`src/rtl/rv32_pkg.sv`:
```
// Shared RV32M definitions: M-op funct3 codes, FSM encoding and
// the arithmetic constants used by the multiply/divide unit.
package rv32_pkg;

   localparam logic [2:0] F3_MUL    = 3'b000;
   localparam logic [2:0] F3_MULH   = 3'b001;
   localparam logic [2:0] F3_MULHSU = 3'b010;
   localparam logic [2:0] F3_MULHU  = 3'b011;
   localparam logic [2:0] F3_DIV    = 3'b100;
   localparam logic [2:0] F3_DIVU   = 3'b101;
   localparam logic [2:0] F3_REM    = 3'b110;
   localparam logic [2:0] F3_REMU   = 3'b111;

   typedef enum logic [2:0] {
      ST_IDLE = 3'd0,
      ST_MUL  = 3'd1,
      ST_DIV  = 3'd2,
      ST_SIGN = 3'd3,
      ST_DONE = 3'd4
   } state_t;

   localparam int DIV_ITER = 32;

   localparam logic [31:0] INT_MIN  = 32'h8000_0000;
   localparam logic [31:0] ALL_ONES = 32'hFFFF_FFFF;

endpackage

```
`src/rtl/muldiv_unit_if.sv`:
```
// Request/response bundle between the EX stage and the M-extension unit.
// The pipeline side is the master; the execute unit is the slave.
interface muldiv_unit_if #(
   parameter int XLEN = 32
);

   logic            start;
   logic [2:0]      funct3;
   logic [XLEN-1:0] operand_a;
   logic [XLEN-1:0] operand_b;
   logic            flush;
   logic            stall_req;
   logic            busy;
   logic            done;
   logic [XLEN-1:0] result;

   modport master (
      output start, funct3, operand_a, operand_b, flush,
      input  stall_req, busy, done, result
   );

   modport slave (
      input  start, funct3, operand_a, operand_b, flush,
      output stall_req, busy, done, result
   );

endinterface

```
`src/rtl/div_core_restoring.sv`:
```
// Unsigned restoring divider: one quotient bit per cycle, DIV_ITER cycles.
// A start pulse loads the operands and restarts it even mid-division;
// iter_done is high during the cycle whose edge retires the last bit.
module div_core_restoring
   import rv32_pkg::*;
#(
   parameter int XLEN = 32
) (
   input  logic            CLK,
   input  logic            RESET,
   input  logic            start,
   input  logic [XLEN-1:0] dividend,
   input  logic [XLEN-1:0] divisor,
   output logic [XLEN-1:0] quotient,
   output logic [XLEN-1:0] remainder,
   output logic            iter_done
);

   localparam int CNT_W = $clog2(DIV_ITER);

   logic [XLEN-1:0]  quo_q;
   logic [XLEN-1:0]  rem_q;
   logic [XLEN-1:0]  dsr_q;
   logic [CNT_W-1:0] cnt_q;
   logic             run_q;

   logic [XLEN:0]    trial;
   logic [XLEN-1:0]  rem_next;
   logic             q_bit;

   // Trial subtraction of the divisor from the shifted partial remainder;
   // a borrow in the top bit means the divisor did not fit this step.
   always_comb begin
      trial    = {rem_q, quo_q[XLEN-1]} - {1'b0, dsr_q};
      q_bit    = ~trial[XLEN];
      rem_next = q_bit ? trial[XLEN-1:0] : {rem_q[XLEN-2:0], quo_q[XLEN-1]};
   end

   // Operand load on start, then shift one quotient bit in per cycle.
   always_ff @(posedge CLK) begin
      if (RESET) begin
         quo_q <= '0;
         rem_q <= '0;
         dsr_q <= '0;
         cnt_q <= '0;
         run_q <= 1'b0;
      end else if (start) begin
         quo_q <= dividend;
         rem_q <= '0;
         dsr_q <= divisor;
         cnt_q <= CNT_W'(DIV_ITER - 1);
         run_q <= 1'b1;
      end else if (run_q) begin
         quo_q <= {quo_q[XLEN-2:0], q_bit};
         rem_q <= rem_next;
         if (cnt_q == '0) begin
            run_q <= 1'b0;
         end else begin
            cnt_q <= cnt_q - 1'b1;
         end
      end
   end

   assign quotient  = quo_q;
   assign remainder = rem_q;
   assign iter_done = run_q && (cnt_q == '0);

endmodule

```
`src/rtl/muldiv_unit.sv`:
```
// RV32M execute unit. Owns the control FSM, the divide special cases
// (divide by zero, signed overflow), the single-cycle multiplier and the
// sign fixup around the magnitude divider.
module muldiv_unit
   import rv32_pkg::*;
#(
   parameter int XLEN = 32
) (
   input  logic         CLK,
   input  logic         RESET,
   muldiv_unit_if.slave bus
);

   state_t          state;
   logic            busy_q;
   logic            done_q;
   logic [XLEN-1:0] result_q;

   logic [2:0]      f3_q;
   logic [XLEN-1:0] a_q;
   logic [XLEN-1:0] b_q;
   logic            neg_quo_q;
   logic            neg_rem_q;

   logic            accept;
   logic            is_div_op;
   logic            is_signed_div;
   logic            div_by_zero;
   logic            div_overflow;
   logic            core_start;
   logic [XLEN-1:0] abs_a;
   logic [XLEN-1:0] abs_b;

   logic [XLEN:0]     ext_a;
   logic [XLEN:0]     ext_b;
   logic [2*XLEN-1:0] wide_a;
   logic [2*XLEN-1:0] wide_b;
   logic [2*XLEN-1:0] product;
   logic [XLEN-1:0]   mul_result;

   logic [XLEN-1:0] core_quo;
   logic [XLEN-1:0] core_rem;
   logic            core_done;
   logic [XLEN-1:0] quo_fixed;
   logic [XLEN-1:0] rem_fixed;
   logic [XLEN-1:0] div_result;

   // Decode of the incoming op while idle: acceptance, divide special
   // cases and operand magnitudes handed straight to the divider.
   always_comb begin
      accept        = (state == ST_IDLE) && bus.start && !bus.flush;
      is_div_op     = bus.funct3[2];
      is_signed_div = (bus.funct3 == F3_DIV) || (bus.funct3 == F3_REM);
      div_by_zero   = (bus.operand_b == '0);
      div_overflow  = is_signed_div && (bus.operand_a == INT_MIN) &&
                      (bus.operand_b == ALL_ONES);
      core_start    = accept && is_div_op && !div_by_zero && !div_overflow;
      abs_a = (is_signed_div && bus.operand_a[XLEN-1]) ? -bus.operand_a : bus.operand_a;
      abs_b = (is_signed_div && bus.operand_b[XLEN-1]) ? -bus.operand_b : bus.operand_b;
   end

   // 33x33 signed product of the extended operands; only the low 64 bits
   // of the product are ever needed, so the multiply is done at 64 bits.
   always_comb begin
      ext_a  = {((f3_q == F3_MULH) || (f3_q == F3_MULHSU)) && a_q[XLEN-1], a_q};
      ext_b  = {(f3_q == F3_MULH) && b_q[XLEN-1], b_q};
      wide_a = {{(XLEN-1){ext_a[XLEN]}}, ext_a};
      wide_b = {{(XLEN-1){ext_b[XLEN]}}, ext_b};
      product = wide_a * wide_b;
      mul_result = (f3_q == F3_MUL) ? product[XLEN-1:0] : product[2*XLEN-1:XLEN];
   end

   // Sign fixup: quotient negative on sign mismatch, remainder follows the
   // dividend; funct3[1] selects remainder over quotient.
   always_comb begin
      quo_fixed  = neg_quo_q ? -core_quo : core_quo;
      rem_fixed  = neg_rem_q ? -core_rem : core_rem;
      div_result = f3_q[1] ? rem_fixed : quo_fixed;
   end

   div_core_restoring #(
      .XLEN(XLEN)
   ) u_div_core (
      .CLK       (CLK),
      .RESET     (RESET),
      .start     (core_start),
      .dividend  (abs_a),
      .divisor   (abs_b),
      .quotient  (core_quo),
      .remainder (core_rem),
      .iter_done (core_done)
   );

   // Control FSM with registered busy/done/result; flush aborts any
   // in-flight op without a completion pulse and leaves result alone.
   always_ff @(posedge CLK) begin
      if (RESET) begin
         state     <= ST_IDLE;
         busy_q    <= 1'b0;
         done_q    <= 1'b0;
         result_q  <= '0;
         f3_q      <= '0;
         a_q       <= '0;
         b_q       <= '0;
         neg_quo_q <= 1'b0;
         neg_rem_q <= 1'b0;
      end else if (bus.flush && (state != ST_IDLE)) begin
         state  <= ST_IDLE;
         busy_q <= 1'b0;
         done_q <= 1'b0;
      end else begin
         case (state)
            ST_IDLE: begin
               done_q <= 1'b0;
               busy_q <= 1'b0;
               if (accept) begin
                  f3_q      <= bus.funct3;
                  a_q       <= bus.operand_a;
                  b_q       <= bus.operand_b;
                  neg_quo_q <= is_signed_div && (bus.operand_a[XLEN-1] ^ bus.operand_b[XLEN-1]);
                  neg_rem_q <= is_signed_div && bus.operand_a[XLEN-1];
                  busy_q    <= 1'b1;
                  if (!is_div_op) begin
                     state <= ST_MUL;
                  end else if (div_by_zero) begin
                     result_q <= bus.funct3[1] ? bus.operand_a : ALL_ONES;
                     done_q   <= 1'b1;
                     state    <= ST_DONE;
                  end else if (div_overflow) begin
                     result_q <= bus.funct3[1] ? '0 : INT_MIN;
                     done_q   <= 1'b1;
                     state    <= ST_DONE;
                  end else begin
                     state <= ST_DIV;
                  end
               end
            end
            ST_MUL: begin
               result_q <= mul_result;
               done_q   <= 1'b1;
               state    <= ST_DONE;
            end
            ST_DIV: begin
               if (core_done) begin
                  state <= ST_SIGN;
               end
            end
            ST_SIGN: begin
               result_q <= div_result;
               done_q   <= 1'b1;
               state    <= ST_DONE;
            end
            ST_DONE: begin
               done_q <= 1'b0;
               busy_q <= 1'b0;
               state  <= ST_IDLE;
            end
            default: begin
               done_q <= 1'b0;
               busy_q <= 1'b0;
               state  <= ST_IDLE;
            end
         endcase
      end
   end

   assign bus.stall_req = accept || (state == ST_MUL) || (state == ST_DIV) ||
                          (state == ST_SIGN);
   assign bus.busy      = busy_q;
   assign bus.done      = done_q;
   assign bus.result    = result_q;

endmodule

```
`src/flat_wrapper.sv`:
```
// flat-port wrapper written by rule: the top's interface ports become plain ports
module muldiv_unit_flat import rv32_pkg::*;
#(
   parameter int XLEN = 32
)
  (CLK, RESET, bus_start, bus_funct3, bus_operand_a, bus_operand_b, bus_flush, bus_stall_req, bus_busy, bus_done, bus_result);
  muldiv_unit_if #(.XLEN(XLEN)) bus_i ();
  input  logic CLK;
  input  logic RESET;
  input wire logic [$bits(bus_i.start)-1:0] bus_start;
  input wire logic [$bits(bus_i.funct3)-1:0] bus_funct3;
  input wire logic [$bits(bus_i.operand_a)-1:0] bus_operand_a;
  input wire logic [$bits(bus_i.operand_b)-1:0] bus_operand_b;
  input wire logic [$bits(bus_i.flush)-1:0] bus_flush;
  output wire logic [$bits(bus_i.stall_req)-1:0] bus_stall_req;
  output wire logic [$bits(bus_i.busy)-1:0] bus_busy;
  output wire logic [$bits(bus_i.done)-1:0] bus_done;
  output wire logic [$bits(bus_i.result)-1:0] bus_result;
  assign bus_i.start = bus_start;
  assign bus_i.funct3 = bus_funct3;
  assign bus_i.operand_a = bus_operand_a;
  assign bus_i.operand_b = bus_operand_b;
  assign bus_i.flush = bus_flush;
  assign bus_stall_req = bus_i.stall_req;
  assign bus_busy = bus_i.busy;
  assign bus_done = bus_i.done;
  assign bus_result = bus_i.result;
  muldiv_unit #(.XLEN(XLEN)) u_core (.CLK(CLK), .RESET(RESET), .bus(bus_i));
endmodule
```
`config.mk`:
```
export PLATFORM = sky130hd
export DESIGN_NAME = muldiv_unit_flat
export DESIGN_NICKNAME = d
export VERILOG_FILES = /design/src/rtl/rv32_pkg.sv /design/src/rtl/muldiv_unit_if.sv /design/src/rtl/div_core_restoring.sv /design/src/rtl/muldiv_unit.sv /design/src/flat_wrapper.sv
export SDC_FILE = /design/constraint.sdc
export NUM_CORES = 2
export LEC_CHECK = 0
export BUFFER_PORTS_ARGS = -buffer_cell sky130_fd_sc_hd__buf_2
export CAP_MARGIN = 0
export CORE_ASPECT_RATIO = 1.25
export CORE_UTILIZATION = 50
export DETAILED_ROUTE_END_ITERATION = 10
export PLACE_DENSITY = 0.74
export SLEW_MARGIN = 15
export SYNTH_ARGS = -nofsm -noshare
export SYNTH_HDL_FRONTEND = slang
export SYNTH_SLANG_ARGS = --single-unit
```
`constraint.sdc`:
```
create_clock -name CLK -period 7.9 [get_ports CLK]
set_input_delay 0 -clock CLK [delete_from_list [all_inputs] [get_ports CLK]]
set_output_delay 0 -clock CLK [all_outputs]
set_load 0.1 [all_outputs]
```
Yosys cells after proc, flatten, opt, wreduce, memory -nomap -nowiden --
Index checks and enable logic that the tools add are counted.
Word-level totals: register bits 208, input port bits 71, output and inout bits 35, word-level logic and storage cells 110
Cells by class: $add $sub $neg 6, multiply operators 1, equality and inequality tests 14, mux-type cells 35, bitwise operators 3, reduce and logical (&&, ||, !) cells 37
Operators by type and width (count):
- two-way mux 32 bit | 15
- negation 32 bit | 4
- case mux 32 bit (3 select lines) | 1
- == test 32 bit, second input constant | 2
- multiplier 33 x 33 -> 64 bit | 1
- subtractor 33 x 32 -> 33 bit | 1
- zero test 32 bit | 1
- two-way mux 3 bit | 5
- two-way mux 5 bit | 3
- logical AND 1 bit | 14
- == test 3 x 2 -> 1 bit, second input constant | 3
- case mux 3 bit (3 select lines) | 1
- two-way mux 1 bit | 8
- == test 3 x 1 -> 1 bit, second input constant | 2
- == test 3 bit, second input constant | 2
- zero test 3 bit | 2
- inequality test 2 x 1 -> 1 bit, second input constant | 3
- nonzero test 3 bit | 2
- OR reduction 2 bit | 3
- zero test 5 bit | 1
- logical OR 1 bit | 5
- AND reduction 5 bit | 1
- subtractor 5 x 1 -> 5 bit, second input constant | 1
- AND reduction 2 bit | 2
- other kinds (10) | 13

Longest topological paths before layout --
depth after elaboration 9, depth in mapped cells 32, gate-level depth less buffers 29

Modules after synthesis --
Synthesis repeated with hierarchy kept, for this count alone.
Unflattened totals: cell total of the unflattened synthesis 6136, area, all modules 51992.4 sq um
By module, submodules not included:
- muldiv_unit | instances 1, cells an instance 5351, area an instance 45658.8 sq um, sequential area each 2122.0 sq um
- div_core_restoring | instances 1, cells an instance 785, area an instance 6333.6 sq um, sequential area each 2042.0 sq um

Worst setup path before layout --
No wires, ideal clock.
path type reg2reg, start point register u_core.f3_q[1], end point register u_core.result_q[27], in the netlist u_core.bus.result[27], library setup time 122 ps, data arrival time 8601 ps, data required time 7778 ps, setup slack -822 ps, cell stages (with the launch flop) 28, path buffers 3, clock period less this slack 8722 ps, cell sequence dfxtp_1 -> clkbuf_1 -> xnor2_1 -> nor3b_1 -> clkbuf_1 -> nand2_1 -> fa_1 -> fa_1 -> inv_1 -> fa_1 -> inv_1 -> fa_1 -> inv_1 -> fa_1 -> fa_1 -> fa_1 -> inv_1 -> fa_1 -> inv_1 -> ha_1 -> clkbuf_1 -> nand2_1 -> or4_1 -> a211oi_1 -> o311ai_1 -> o21ai_0 -> xor2_1 -> o311a_1
On the way: word-level cells in the longest chain between the ends 6, elaborated cells between the ends (all ways) 10, classes of those cells 1 x mul; 2 x eq/ne; 3 x mux; 4 x reduce/logical
RTL lines:
- start: declaration | line muldiv_unit.sv:19 | logic [2:0] f3_q;
- start signal: assignment | line muldiv_unit.sv:117 | f3_q <= bus.funct3;
- == test 3 x 1 -> 1 bit / == test 3 x 2 -> 1 bit (equally long branches) | line muldiv_unit.sv:65, muldiv_unit.sv:66
- logical OR 1 bit | line muldiv_unit.sv:65 | ext_a = {((f3_q == F3_MULH) || (f3_q == F3_MULHSU)) && a_q[XLEN-1], a_q};
- logical AND 1 bit | line muldiv_unit.sv:65
- multiplier 33 x 33 -> 64 bit | line muldiv_unit.sv:69 | product = wide_a * wide_b;
- two-way mux 32 bit | line muldiv_unit.sv:70 | mul_result = (f3_q == F3_MUL) ? product[XLEN-1:0] : product[2*XLEN-1:XLEN];
- case mux 32 bit (3 select lines) * | line muldiv_unit.sv:112 | case (state)
- end signal: assignment | line muldiv_unit.sv:126 | result_q <= bus.funct3[1] ? bus.operand_a : ALL_ONES;
- end signal: assignment | line muldiv_unit.sv:130 | result_q <= bus.funct3[1] ? '0 : INT_MIN;
- end signal: assignment | line muldiv_unit.sv:139 | result_q <= mul_result;
- end: declaration | line muldiv_unit.sv:17 | logic [XLEN-1:0] result_q;
Every way passes the cells marked *; elsewhere a longest branch is shown, timed or not. A chain may end at the register's enable or synchronous reset.

Worst setup path after layout --
Same ends and word-level chain as after synthesis.

==> flow_metrics.tcl <==
set metrics [dict create \
    netlist_instances 6066 \
    hold-worst-slack_ps 132.7 \
    r2r_cells 29 \
    dpl-instance-area_um2 56310 \
    crit_arrival_ps 8540 \
    routed-via-count 43580 \
    antenna_found_initial 8 \
    yosys_register_bits 208 \
    fin_area_um2 59520 \
    crit_path_end_kind "flop" \
    cts_made_buffers 26 \
    seq_area_frac_synth_pct 8.061 \
    critPathSlowestCell "fa_2" \
    yosysMostFrequentCell "inv_1" \
    violations "negative setup slack" \
    fin_skew_ps 29.97 \
    cellPowerDensity_nw_per_um2 78.40 \
    drive_above_1_share_pct 13.56 \
    io_pins 106 \
    drtPass1Iterations 6 \
    die_height_um 361.4 \
    crit_top_cell "fa_1" \
    cp.required_ps 8350 \
    synth_edf_count 0 \
    status "finished, violations left" \
    final_core_util_pct 58.19 \
    yosysUniqueCellTypes 86 \
    crit_family "adder cells" \
    drt_iter0_drc 3139 \
    grt_max_degree 73 \
    syn_area_um2 51650 \
    timing_worst_setup_path_type "reg2reg" \
    synth_warnings 0 \
    grt_pass1_wl_mm 250.4 \
    period_share_pct 102.5 \
    drt.antenna.violating_nets 0 \
    overflow 0 \
    min_period_ps 8094 \
    worstPathMaxFanout 5 \
    holdCritPathClass "in2reg" \
    final_nets 7818 \
    layout_setup_ws_ps -194.2 \
    register_area_um2 4225 \
    clkLatencyLatePin_ps 580 \
    critical_path.startpoint_type "flop" \
    cp_slowest_stage_delay_ps 640 \
    synth-async-reset-ratio_pct 0 \
    r2r-start "u_core.f3_q[1]" \
    start_util_pct 50.50 \
    tightest_slew_ps 1070 \
    synthesis.nets 7514 \
    min-delay-start "bus_start" \
    cts_htree_levels 1 \
    hold_viol_final 0 \
    reg2reg_setup_slack_ps -190 \
    gp_congestion 1.053 \
    clk_pin_slew_ps 70 \
    core_area_um2 102300 \
    yosys_most_used_dff "dfxtp_1" \
    ys_top_cells_by_area "fa_1 (44%), inv_1 (9.0%), dfxtp_1 (8.1%)" \
    clock.fmax_mhz 123.5 \
    rsz0062_at_grt "yes" \
    finalSetupViolCount 12 \
    final_max_slew_viol_count 0 \
    relSlewSlack_pct 28.12 \
    drc 0 \
    row_count 131 \
    synth.top_cell.area_share_pct 43.64 \
    grt.total_usage_pct 30.93 \
    dp_hpwl_mm 129.0 \
    post_drt_wl_per_cell_um 20.74 \
    tritoncts "done" \
    worst-path-buf-inv 9 \
    synth_area_leader_cell "fa_1" \
    syn_area_per_cell_um2 8.515 \
    die_w_um 289.5 \
    fp.dieArea_um2 104600 \
    min_to "u_core.bus.result[18]" \
    peakVddDrop_uv 262.5 \
    port_buffers 105 \
    cts_root_buffer "clkbuf_16" \
    vias_per_cell 5.645 \
    nFillCells 8745 \
    grt_pass1_vias 45900 \
    cap_violations 0 \
    clockBufferDepth 3 \
    clock-sinks 208 \
    cellLeakagePower_uw 0.02701 \
    multi_input_area_um2 42520 \
    min_path_cells 5 \
    synth_commonest_cells "inv_1 (1235), fa_1 (1126), nand2_1 (1039), clkbuf_1 (344), and2_1 (322)" \
    wl_mm 160.2 \
    r2r-end "u_core.bus.result[27]" \
    area_delta_synth_final_pct 15.22 \
]
==> per-stage QoR <==
step	setup TNS [ps]	total power [µW]	worst slack (ps)	std cells
detailed placement	-2766	3170	-321.2	7553
global placement	-1199	3147	-183.8	7553
global route	-6253	4877	-457.4	7718
finish	-953.2	4666	-194.2	7721
floorplan	-67.48	2412	-45.10	6066
CTS	-219.5	4522	-74.72	7684
==> where the power goes <==
part / internal (µW) / leakage (µW) / total [µW] / switching (µW)
logic: 881 / 0.0249 / 2200 / 1320
registers: 1100 / 0.00171 / 1170 / 69.3
clock network: 773 / 0.000440 / 1300 / 523
total: 2750 / 0.0270 / 4670 / 1910
==> final cells by class <==
cell class              instances  area share [%]
multi-input cells            4261           71.44
well taps                    1330           2.796
flip-flops and latches        208           7.099
repair buffers                637           9.343
clock buffers                  38           1.306
clock inverters                 7          0.1913
inverters                    1236           7.810
diodes                          4         0.01682
==> worst max path at each step <==
stage,start,end,slack [ps],cells after the start
after floorplan,u_core.f3_q[1],u_core.bus.result[27],-50,28
after global placement,u_core.f3_q[0],u_core.bus.result[27],-180,27
after detailed placement,u_core.f3_q[0],u_core.bus.result[27],-320,27
after CTS,u_core.f3_q[0],u_core.bus.result[27],-70,30
after global routing,u_core.f3_q[1],u_core.bus.result[28],-460,30
final,u_core.f3_q[1],u_core.bus.result[27],-190,29
==> flip-flops by register name, indices dropped and copies added, names as in the netlist <==
name / count
u_core.a_q: 32
u_core.neg_rem_q: 1
u_core.b_q: 32
u_core.f3_q: 3
u_core.state: 3
u_core.neg_quo_q: 1
u_core.bus.result: 32
u_core.bus.done: 1
u_core.u_div_core.remainder: 32
u_core.u_div_core.run_q: 1
u_core.bus.busy: 1
u_core.u_div_core.cnt_q: 5
u_core.u_div_core.quotient: 32
u_core.u_div_core.dsr_q: 32
==> cells by family (layout without fill, tap and decap cells) <==
group / count (synthesis) / after routing / share of synthesized area, %
flops: 208 / 208 / 8.061
mux: 64 / 64 / 1.247
buf+inv: 1597 / 1918 / 11.65
other cells: 0 / 4 / 0
simple gates: 1841 / 1841 / 16.24
compound gates: 768 / 768 / 9.461
fa+ha+maj: 1377 / 1377 / 49.72
xor+xnor: 211 / 211 / 3.619
==> cells in the final DEF, fill, tap and decap left out, types with 14 or more instances in the layout <==
cell type / n
inv_1: 1211
fa_1: 1103
nand2_1: 1023
buf_4: 366
and2_1: 315
ha_1: 223
a21oi_1: 218
nor2_1: 206
dfxtp_1: 179
o21ai_0: 149
xnor2_1: 115
buf_2: 104
xor2_1: 84
a211oi_1: 81
dlygate4sd3_1: 74
mux2i_1: 61
buf_12: 51
nand3_1: 45
a21o_1: 35
buf_6: 32
o31ai_1: 30
clkbuf_16: 30
o211ai_1: 29
ha_4: 26
a21oi_2: 25
nand4_1: 24
nor3_1: 24
nand2b_1: 24
fa_2: 23
inv_2: 21
nor2b_1: 20
or3_1: 19
dfxtp_2: 19
a31oi_1: 18
nor4_1: 17
o21a_1: 17
o21ai_1: 16
or4_1: 14
==> worst reg2reg max path: cells and delay by family (launching register included) <==
kind            cells  cell delay (ps)
simple gates        5             1110
compound gates      4              880
xor+xnor            2              240
flops               1              360
buf+inv             9              890
fa+ha+maj           9             4500
==> layer usage <==
metal	global-route usage, %	wire length (µm)	vias to the layer above	part of all wire (%)
li1	-	-	19050	-
met1	36.20	56360	22010	35
met2	51.65	78140	1916	49
met3	6.015	13010	600	8.1
met4	19.75	12610	8	7.9
met5	0	46	-	0.029
==> what timing repair did <==
action / in CTS / in global routing
hold endpoints to repair: 152 / 0
buffers inserted: 12 / 34
endpoints found under the setup margin: 20 / 31
hold buffers: 74 / 0
gates resized for setup: 57 / 237
pin swaps: 48 / 136
gates cloned: 0 / 3
Power figures use the tool's default switching activity.
